**config.mk**
```make
export PLATFORM = sky130hd
export DESIGN_NAME = detector_presenca_hcsr04
export DESIGN_NICKNAME = d
export VERILOG_FILES = /design/src/rtl/detector_presenca_hcsr04_pkg.sv /design/src/rtl/detector_presenca_hcsr04_bcd3_para_binario.sv /design/src/rtl/detector_presenca_hcsr04.sv
export SDC_FILE = /design/constraint.sdc
export NUM_CORES = 1
export LEC_CHECK = 0
export CAP_MARGIN = 40
export CORE_MARGIN = 3
export CORE_UTILIZATION = 40
export DETAILED_ROUTE_END_ITERATION = 8
export PLACE_DENSITY = 0.62
export SKIP_LAST_GASP = 1
export SLEW_MARGIN = 10
export SYNTH_ARGS = -nofsm -noshare
export SYNTH_HDL_FRONTEND = slang
export SYNTH_SLANG_ARGS = --single-unit
export TNS_END_PERCENT = 30
```
**constraint.sdc**
```tcl
create_clock -name clock -period 7 [get_ports clock]
set_input_delay 2.1 -clock clock [delete_from_list [all_inputs] [get_ports clock]]
set_output_delay 2.1 -clock clock [all_outputs]
set_load 0.01 [all_outputs]
```
**src/rtl/detector_presenca_hcsr04_pkg.sv**
```systemverilog
// Shared definitions for the HC-SR04 presence detector: FSM state codes,
// datapath widths and the BCD digit limit.
package detector_presenca_hcsr04_pkg;

  localparam int ESTADO_W = 4;
  localparam int MEDIA_W  = 10;
  localparam int SOMA_W   = 12;
  localparam int N_AMOSTRAS = 4;

  typedef enum logic [ESTADO_W-1:0] {
    INICIAL = 4'd0,
    PEDE    = 4'd1,
    AGUARDA = 4'd2,
    ACUMULA = 4'd3,
    AVALIA  = 4'd4,
    ESPERA  = 4'd5,
    ERRO    = 4'd7
  } estado_t;

  // A BCD digit is legal only in 0..9.
  function automatic logic digito_invalido(input logic [3:0] d);
    return d > 4'd9;
  endfunction

endpackage

```
**src/rtl/detector_presenca_hcsr04_bcd3_para_binario.sv**
```systemverilog
// Combinational 3-digit BCD to binary converter with an invalid-digit flag.
// Out-of-range digits still produce a (meaningless) binary value; callers
// must honour `invalido`.
module bcd3_para_binario
  import detector_presenca_hcsr04_pkg::*;
(
  input  logic [11:0]        bcd,
  output logic [MEDIA_W-1:0] binario,
  output logic               invalido
);

  logic [2:0] digito_ruim;

  // One range check per digit.
  generate
    for (genvar gi = 0; gi < 3; gi++) begin : g_digito
      assign digito_ruim[gi] = digito_invalido(bcd[gi*4 +: 4]);
    end
  endgenerate

  // Weighted sum of hundreds, tens and units.
  always_comb begin
    invalido = |digito_ruim;
    binario  = MEDIA_W'(bcd[11:8]) * MEDIA_W'(100)
             + MEDIA_W'(bcd[7:4])  * MEDIA_W'(10)
             + MEDIA_W'(bcd[3:0]);
  end

endmodule

```
**src/rtl/detector_presenca_hcsr04.sv**
```systemverilog
// Scheduler and consumer for the HC-SR04 interface: periodic requests with
// timeout, BCD conversion, 4-sample moving average and hysteretic presence.
module detector_presenca_hcsr04
  import detector_presenca_hcsr04_pkg::*;
#(
  parameter int unsigned PERIODO      = 5000000,
  parameter int unsigned TIMEOUT      = 2500000,
  parameter int unsigned LIMIAR_PERTO = 10,
  parameter int unsigned LIMIAR_LONGE = 15
) (
  input  logic                clock,
  input  logic                reset,
  input  logic                ligar,
  input  logic [11:0]         medida,
  input  logic                pronto,
  output logic                medir,
  output logic [MEDIA_W-1:0]  media,
  output logic                presenca,
  output logic                valido,
  output logic                erro,
  output logic [ESTADO_W-1:0] db_estado
);

  localparam int PER_W = $clog2(PERIODO) + 1;
  localparam int TMO_W = $clog2(TIMEOUT) + 1;

  estado_t             estado_reg, estado_next;
  logic [PER_W-1:0]    periodo_cnt_reg, periodo_cnt_next;
  logic [TMO_W-1:0]    timeout_cnt_reg, timeout_cnt_next;
  logic [11:0]         medida_reg, medida_next;
  logic [MEDIA_W-1:0]  buffer_reg [N_AMOSTRAS];
  logic [1:0]          wr_ptr_reg, wr_ptr_next;
  logic [2:0]          fill_reg, fill_next;
  logic [SOMA_W-1:0]   soma_reg, soma_next;
  logic [MEDIA_W-1:0]  media_reg, media_next;
  logic                presenca_reg, presenca_next;
  logic                valido_reg, valido_next;
  logic                erro_reg, erro_next;
  logic                buf_we, buf_clr;
  logic [MEDIA_W-1:0]  binario, media_calc;
  logic                bcd_invalido;

  bcd3_para_binario u_bcd (
    .bcd      (medida_reg),
    .binario  (binario),
    .invalido (bcd_invalido)
  );

  assign media_calc = soma_reg[SOMA_W-1:2];

  // Next-state and datapath decisions; dropping `ligar` overrides everything.
  always_comb begin
    estado_next      = estado_reg;
    periodo_cnt_next = periodo_cnt_reg;
    timeout_cnt_next = timeout_cnt_reg;
    medida_next      = medida_reg;
    wr_ptr_next      = wr_ptr_reg;
    fill_next        = fill_reg;
    soma_next        = soma_reg;
    media_next       = media_reg;
    presenca_next    = presenca_reg;
    valido_next      = valido_reg;
    erro_next        = erro_reg;
    buf_we           = 1'b0;
    buf_clr          = 1'b0;

    // Period counter saturates so a long measurement still releases ESPERA.
    if (periodo_cnt_reg < PER_W'(PERIODO - 1))
      periodo_cnt_next = periodo_cnt_reg + 1'b1;

    case (estado_reg)
      INICIAL: if (ligar) estado_next = PEDE;
      PEDE: begin
        timeout_cnt_next = '0;
        // Counts cycles since this request, so PERIODO-1 lands on the next slot.
        periodo_cnt_next = PER_W'(1);
        estado_next      = AGUARDA;
      end
      AGUARDA: begin
        if (pronto) begin
          medida_next = medida;
          estado_next = ACUMULA;
        end else if (timeout_cnt_reg == TMO_W'(TIMEOUT - 1)) begin
          erro_next   = 1'b1;
          estado_next = ERRO;
        end else begin
          timeout_cnt_next = timeout_cnt_reg + 1'b1;
        end
      end
      ACUMULA: begin
        if (bcd_invalido) begin
          erro_next   = 1'b1;
          estado_next = ERRO;
        end else begin
          buf_we      = 1'b1;
          // Entry at wr_ptr is the oldest sample (or 0 while still filling).
          soma_next   = soma_reg - SOMA_W'(buffer_reg[wr_ptr_reg]) + SOMA_W'(binario);
          wr_ptr_next = wr_ptr_reg + 1'b1;
          if (fill_reg < 3'(N_AMOSTRAS)) fill_next = fill_reg + 1'b1;
          erro_next   = 1'b0;
          estado_next = AVALIA;
        end
      end
      AVALIA: begin
        if (fill_reg == 3'(N_AMOSTRAS)) begin
          media_next  = media_calc;
          valido_next = 1'b1;
          if (media_calc <= MEDIA_W'(LIMIAR_PERTO))
            presenca_next = 1'b1;
          else if (media_calc >= MEDIA_W'(LIMIAR_LONGE))
            presenca_next = 1'b0;
        end
        estado_next = ESPERA;
      end
      ESPERA: if (periodo_cnt_reg >= PER_W'(PERIODO - 1)) estado_next = PEDE;
      ERRO: begin
        erro_next   = 1'b1;
        estado_next = ESPERA;
      end
      default: estado_next = INICIAL;
    endcase

    if (!ligar) begin
      estado_next   = INICIAL;
      wr_ptr_next   = '0;
      fill_next     = '0;
      soma_next     = '0;
      media_next    = '0;
      presenca_next = 1'b0;
      valido_next   = 1'b0;
      erro_next     = 1'b0;
      buf_we        = 1'b0;
      buf_clr       = 1'b1;
    end
  end

  // State and datapath registers.
  always_ff @(posedge clock) begin
    if (reset) begin
      estado_reg      <= INICIAL;
      periodo_cnt_reg <= '0;
      timeout_cnt_reg <= '0;
      medida_reg      <= '0;
      wr_ptr_reg      <= '0;
      fill_reg        <= '0;
      soma_reg        <= '0;
      media_reg       <= '0;
      presenca_reg    <= 1'b0;
      valido_reg      <= 1'b0;
      erro_reg        <= 1'b0;
    end else begin
      estado_reg      <= estado_next;
      periodo_cnt_reg <= periodo_cnt_next;
      timeout_cnt_reg <= timeout_cnt_next;
      medida_reg      <= medida_next;
      wr_ptr_reg      <= wr_ptr_next;
      fill_reg        <= fill_next;
      soma_reg        <= soma_next;
      media_reg       <= media_next;
      presenca_reg    <= presenca_next;
      valido_reg      <= valido_next;
      erro_reg        <= erro_next;
    end
  end

  // Circular sample buffer; cleared as a whole on reset or disable.
  always_ff @(posedge clock) begin
    for (int i = 0; i < N_AMOSTRAS; i++) begin
      if (reset || buf_clr)
        buffer_reg[i] <= '0;
      else if (buf_we && wr_ptr_reg == 2'(i))
        buffer_reg[i] <= binario;
    end
  end

  assign medir     = (estado_reg == PEDE);
  assign media     = media_reg;
  assign presenca  = presenca_reg;
  assign valido    = valido_reg;
  assign erro      = erro_reg;
  assign db_estado = estado_reg;

endmodule

```
==> key figures <==
Run status
  – Run status: completed

Floorplanning
  – Top Ports: 34
  – Core Rows: 48
  – Core ar.: 0.0177 sq mm
  – Initial Utilization: 0.417
  – Die width: 142 microns
  – Die area: 0.0200 sq mm
  – Die H: 142 microns

Route
  – Total Wirelength: 15.5 mm
  – DRT Pass-1 Iters: 4
  – DRT iter0 DRCs: 283
  – Vias: 5401
  – DRC: 0
  – Via-to-Cell Ratio: 5.19
  – Routed len/inst: 14.9 microns
  – Post-DRT Antenna Nets: 0

Setup path
  – Crit path kind: reg2reg
  – Max FO, Critical Path: 6
  – FF-to-FF path depth: 19
  – Slowest cell on crit path: xor2_1
  – Reg-to-Reg Start: medida_reg[7]
  – CP most frequent cell: ha_1
  – R2r setup slk: 2.18 ns
  – Crit Reg-Reg Endpoint: soma_reg[10]
  – CP Cell Sequence: ha_1 -> ha_1 -> fa_1 -> xor2_1 -> ha_1 -> ha_1 -> o21a_1 -> o31a_1 -> nor2_1 -> xor2_1 -> inv_1 -> fa_1 -> ha_1 -> nand4_1 -> a211oi_1 -> nor2_1 -> o21ai_0 -> nand3_1 -> o211ai_1
  – WP data required: 7.34 ns
  – Setup crit end kind: register
  – CP Launch Type: register
  – Max incr delay on CP: 0.46 ns
  – Arr. time, crit path: 5.16 ns

Logic synthesis
  – Number of flops mapped to enable cells by yosys: 40
  – Sequential-to-total area share from yosys stat: 0.419
  – Syn Inst Count: 776
  – Post-synthesis register bit count: 134
  – Most frequent cell after synthesis: nor2_1
  – Mapped cell area: 0.00735 sq mm
  – Count of cell types in the netlist: 64
  – Syn nets: 855
  – Post-synth top cells: 114 x nor2_1, 94 x dfxtp_1, 88 x nand2_1
  – Largest area contributor in the netlist: dfxtp_1
  – Yosys warning count: 0
  – Async set-reset flop share out of synthesis: 0
  – Mapped Avg Cell Area: 9.48 sq um
  – Top FF cell, synth: dfxtp_1
  – Top-area cell type share of the netlist area: 0.256
  – Largest cells by area after synthesis: dfxtp_1 26%, edfxtp_1 16%, ha_1 8.2%

Hold path
  – Worst hold path class: reg2reg
  – Endpoint of the worst hold path: media[3]
  – Hold Crit Depth: 2
  – Hold path start: media[3]

Clock network
  – Num CTS Buffers: 17
  – CTS H-Tree Depth: 4
  – Worst-path clk slew: 0.06 ns
  – Later-pin clock latency in the skew report: 0.42 ns
  – Num Clock Sinks: 134
  – Clock tree buffer depth: 2
  – CTS tree: built
  – Postcts setup bufs: 0
  – Clk root buf: clkbuf_16
  – Post_cts resized: 0
  – Hold buffers post-CTS: 0

STA
  – Setup tns final: 0 ns
  – Fin. Hold Viols: 0
  – Fin crit period: 4.82 ns
  – Worst slew pin tran: 0.852 ns
  – Post-route clock period utilization: 0.689
  – Endpoints failing setup: 0
  – Unrepaired setup endpoints after global routing: false
  – Fmax: 0.207 GHz
  – Fin. max-slew vios: 0
  – Slew headroom: 0.430
  – Final Skew: 0.0111 ns

Pwr
  – Peak VDD IR: 157 uV
  – Pwr dens: 214 mW/mm^2
  – Comb pwr share: 0.066
  – Switching power: 0.418 mW
  – Switching Fraction: 0.231
  – Sequential share of power: 0.453
  – Clock power frac: 0.481
  – P_int: 1.39 mW
  – Leakage Power: 3.12 nW

Final layout
  – Final net count: 882
  – Share of the core filled with cells: 0.478
  – Area grow syn2layout: 14.7%
  – Ant diodes: 0
  – Max FFs per register: 40
  – Share of layout cells above drive strength 1: 0.0797

Placement
  – Dpl hpwl: 11.1 mm
  – Port Buffer Count: 32
  – Placer Congestion: 0.792

Global route
  – Initial antenna violation count: 0
  – Grt ovf: 0
  – Largest net degree at the start of global routing: 33
  – First-pass GRT wire length: 26.0 mm
  – Gr busiest metal: met2
  – M3 GR Usage: 0.0394
  – Global Route Usage Sum: 0.162
  – Vias in the first global route: 5168
  – Global Route met1 Usage: 0.227
  – Met2 Use GR: 0.254

Flow run
  – Max_cap viols: 0
-- cell type report --
cell class | instances | area, sq um
tap | 225 | 282
sequential | 134 | 3080
fill | 1684 | 9220
multi-input combinational | 561 | 3940
clock buffer | 22 | 485
timing repair buffer | 38 | 363
inverter | 51 | 191
clock inverter | 10 | 91.3
-- layout by cell type, fill, tap and decap left out, drive strengths merged, types with 6 or more instances in the layout --
cell type	synthesis	final
mux4	10	10
xor2	18	18
fa	15	15
a21oi	42	42
nor4b	7	7
nor2b	7	7
inv	51	55
mux2i	7	7
and3	9	9
o211ai	7	7
clkdlybuf4s50	0	32
nand4	13	13
clkbuf	19	22
nand3	22	22
nor4	9	9
xnor2	37	37
ha	48	48
nand2	88	88
buf	11	6
dfxtp	94	94
a211oi	7	7
o21ai	15	15
edfxtp	40	40
nor2	114	114
nor3	20	20
-- worst max path at each step --
stage	start	endpoint	slack [ns]	cells after the start
after floorplan	medida_reg[5]	soma_reg[11]	2.65	18
after global placement	medida_reg[8]	soma_reg[11]	2.16	16
after detailed placement	medida_reg[7]	soma_reg[10]	2.14	19
after CTS	medida_reg[7]	soma_reg[10]	2.11	19
after global routing	medida_reg[7]	soma_reg[10]	1.77	19
final	medida_reg[7]	soma_reg[10]	2.18	19
-- metal layers --
layer  vias to the layer above  part of all wire
li1                       2740                 -
met1                      2567              0.50
met2                        82              0.46
met3                        12             0.037
met4                         0            0.0086
met5                         -                 0
-- power by group through the flow --
stage	Clock [mW]	Sequential (mW)	Combinational [mW]
floorplan	0	0.832	0.0863
global placement	0	0.836	0.118
detailed placement	0	0.836	0.119
CTS	0.889	0.819	0.120
global route	0.924	0.821	0.133
finish	0.869	0.819	0.119
-- logic make-up (layout without fill, tap and decap cells) --
kind of cell / count (synthesis) / after routing / share of synthesized area
AOI/OAI and AO/OA: 97 / 97 / 0.0849
xor gates and xnor gates: 55 / 55 / 0.0655
muxes: 19 / 19 / 0.0432
adders and majority gates: 63 / 63 / 0.122
buffers and inverters: 81 / 121 / 0.0459
DFF: 134 / 134 / 0.419
and+or+nand+nor: 326 / 326 / 0.218
other: 1 / 1 / 0.000510
-- stage by stage --
stage	cells	worst slack (ns)	total power [mW]	hold WS, ns	instance area [sq um]
CTS	1041	2.11	1.83	0.455	8440
global route	1041	1.77	1.88	0.476	8440
detailed placement	1009	2.14	0.955	0.447	7860
global placement	1008	2.16	0.954	0.442	7850
finish	1041	2.18	1.81	0.454	8440
floorplan	776	2.65	0.919	0.432	7350
-- critical path, delay by kind of cell, from the launching register on --
family                   cells  cell delay [ns]
adder cells (fa/ha/maj)      7             2.37
AO/OA/AOI/OAI                5             0.78
AND/OR/NAND/NOR              4             0.47
flip-flops                   1             0.40
buffers and inverters        1             0.12
XOR/XNOR                     2             0.62
Power figures use the tool's default switching activity.
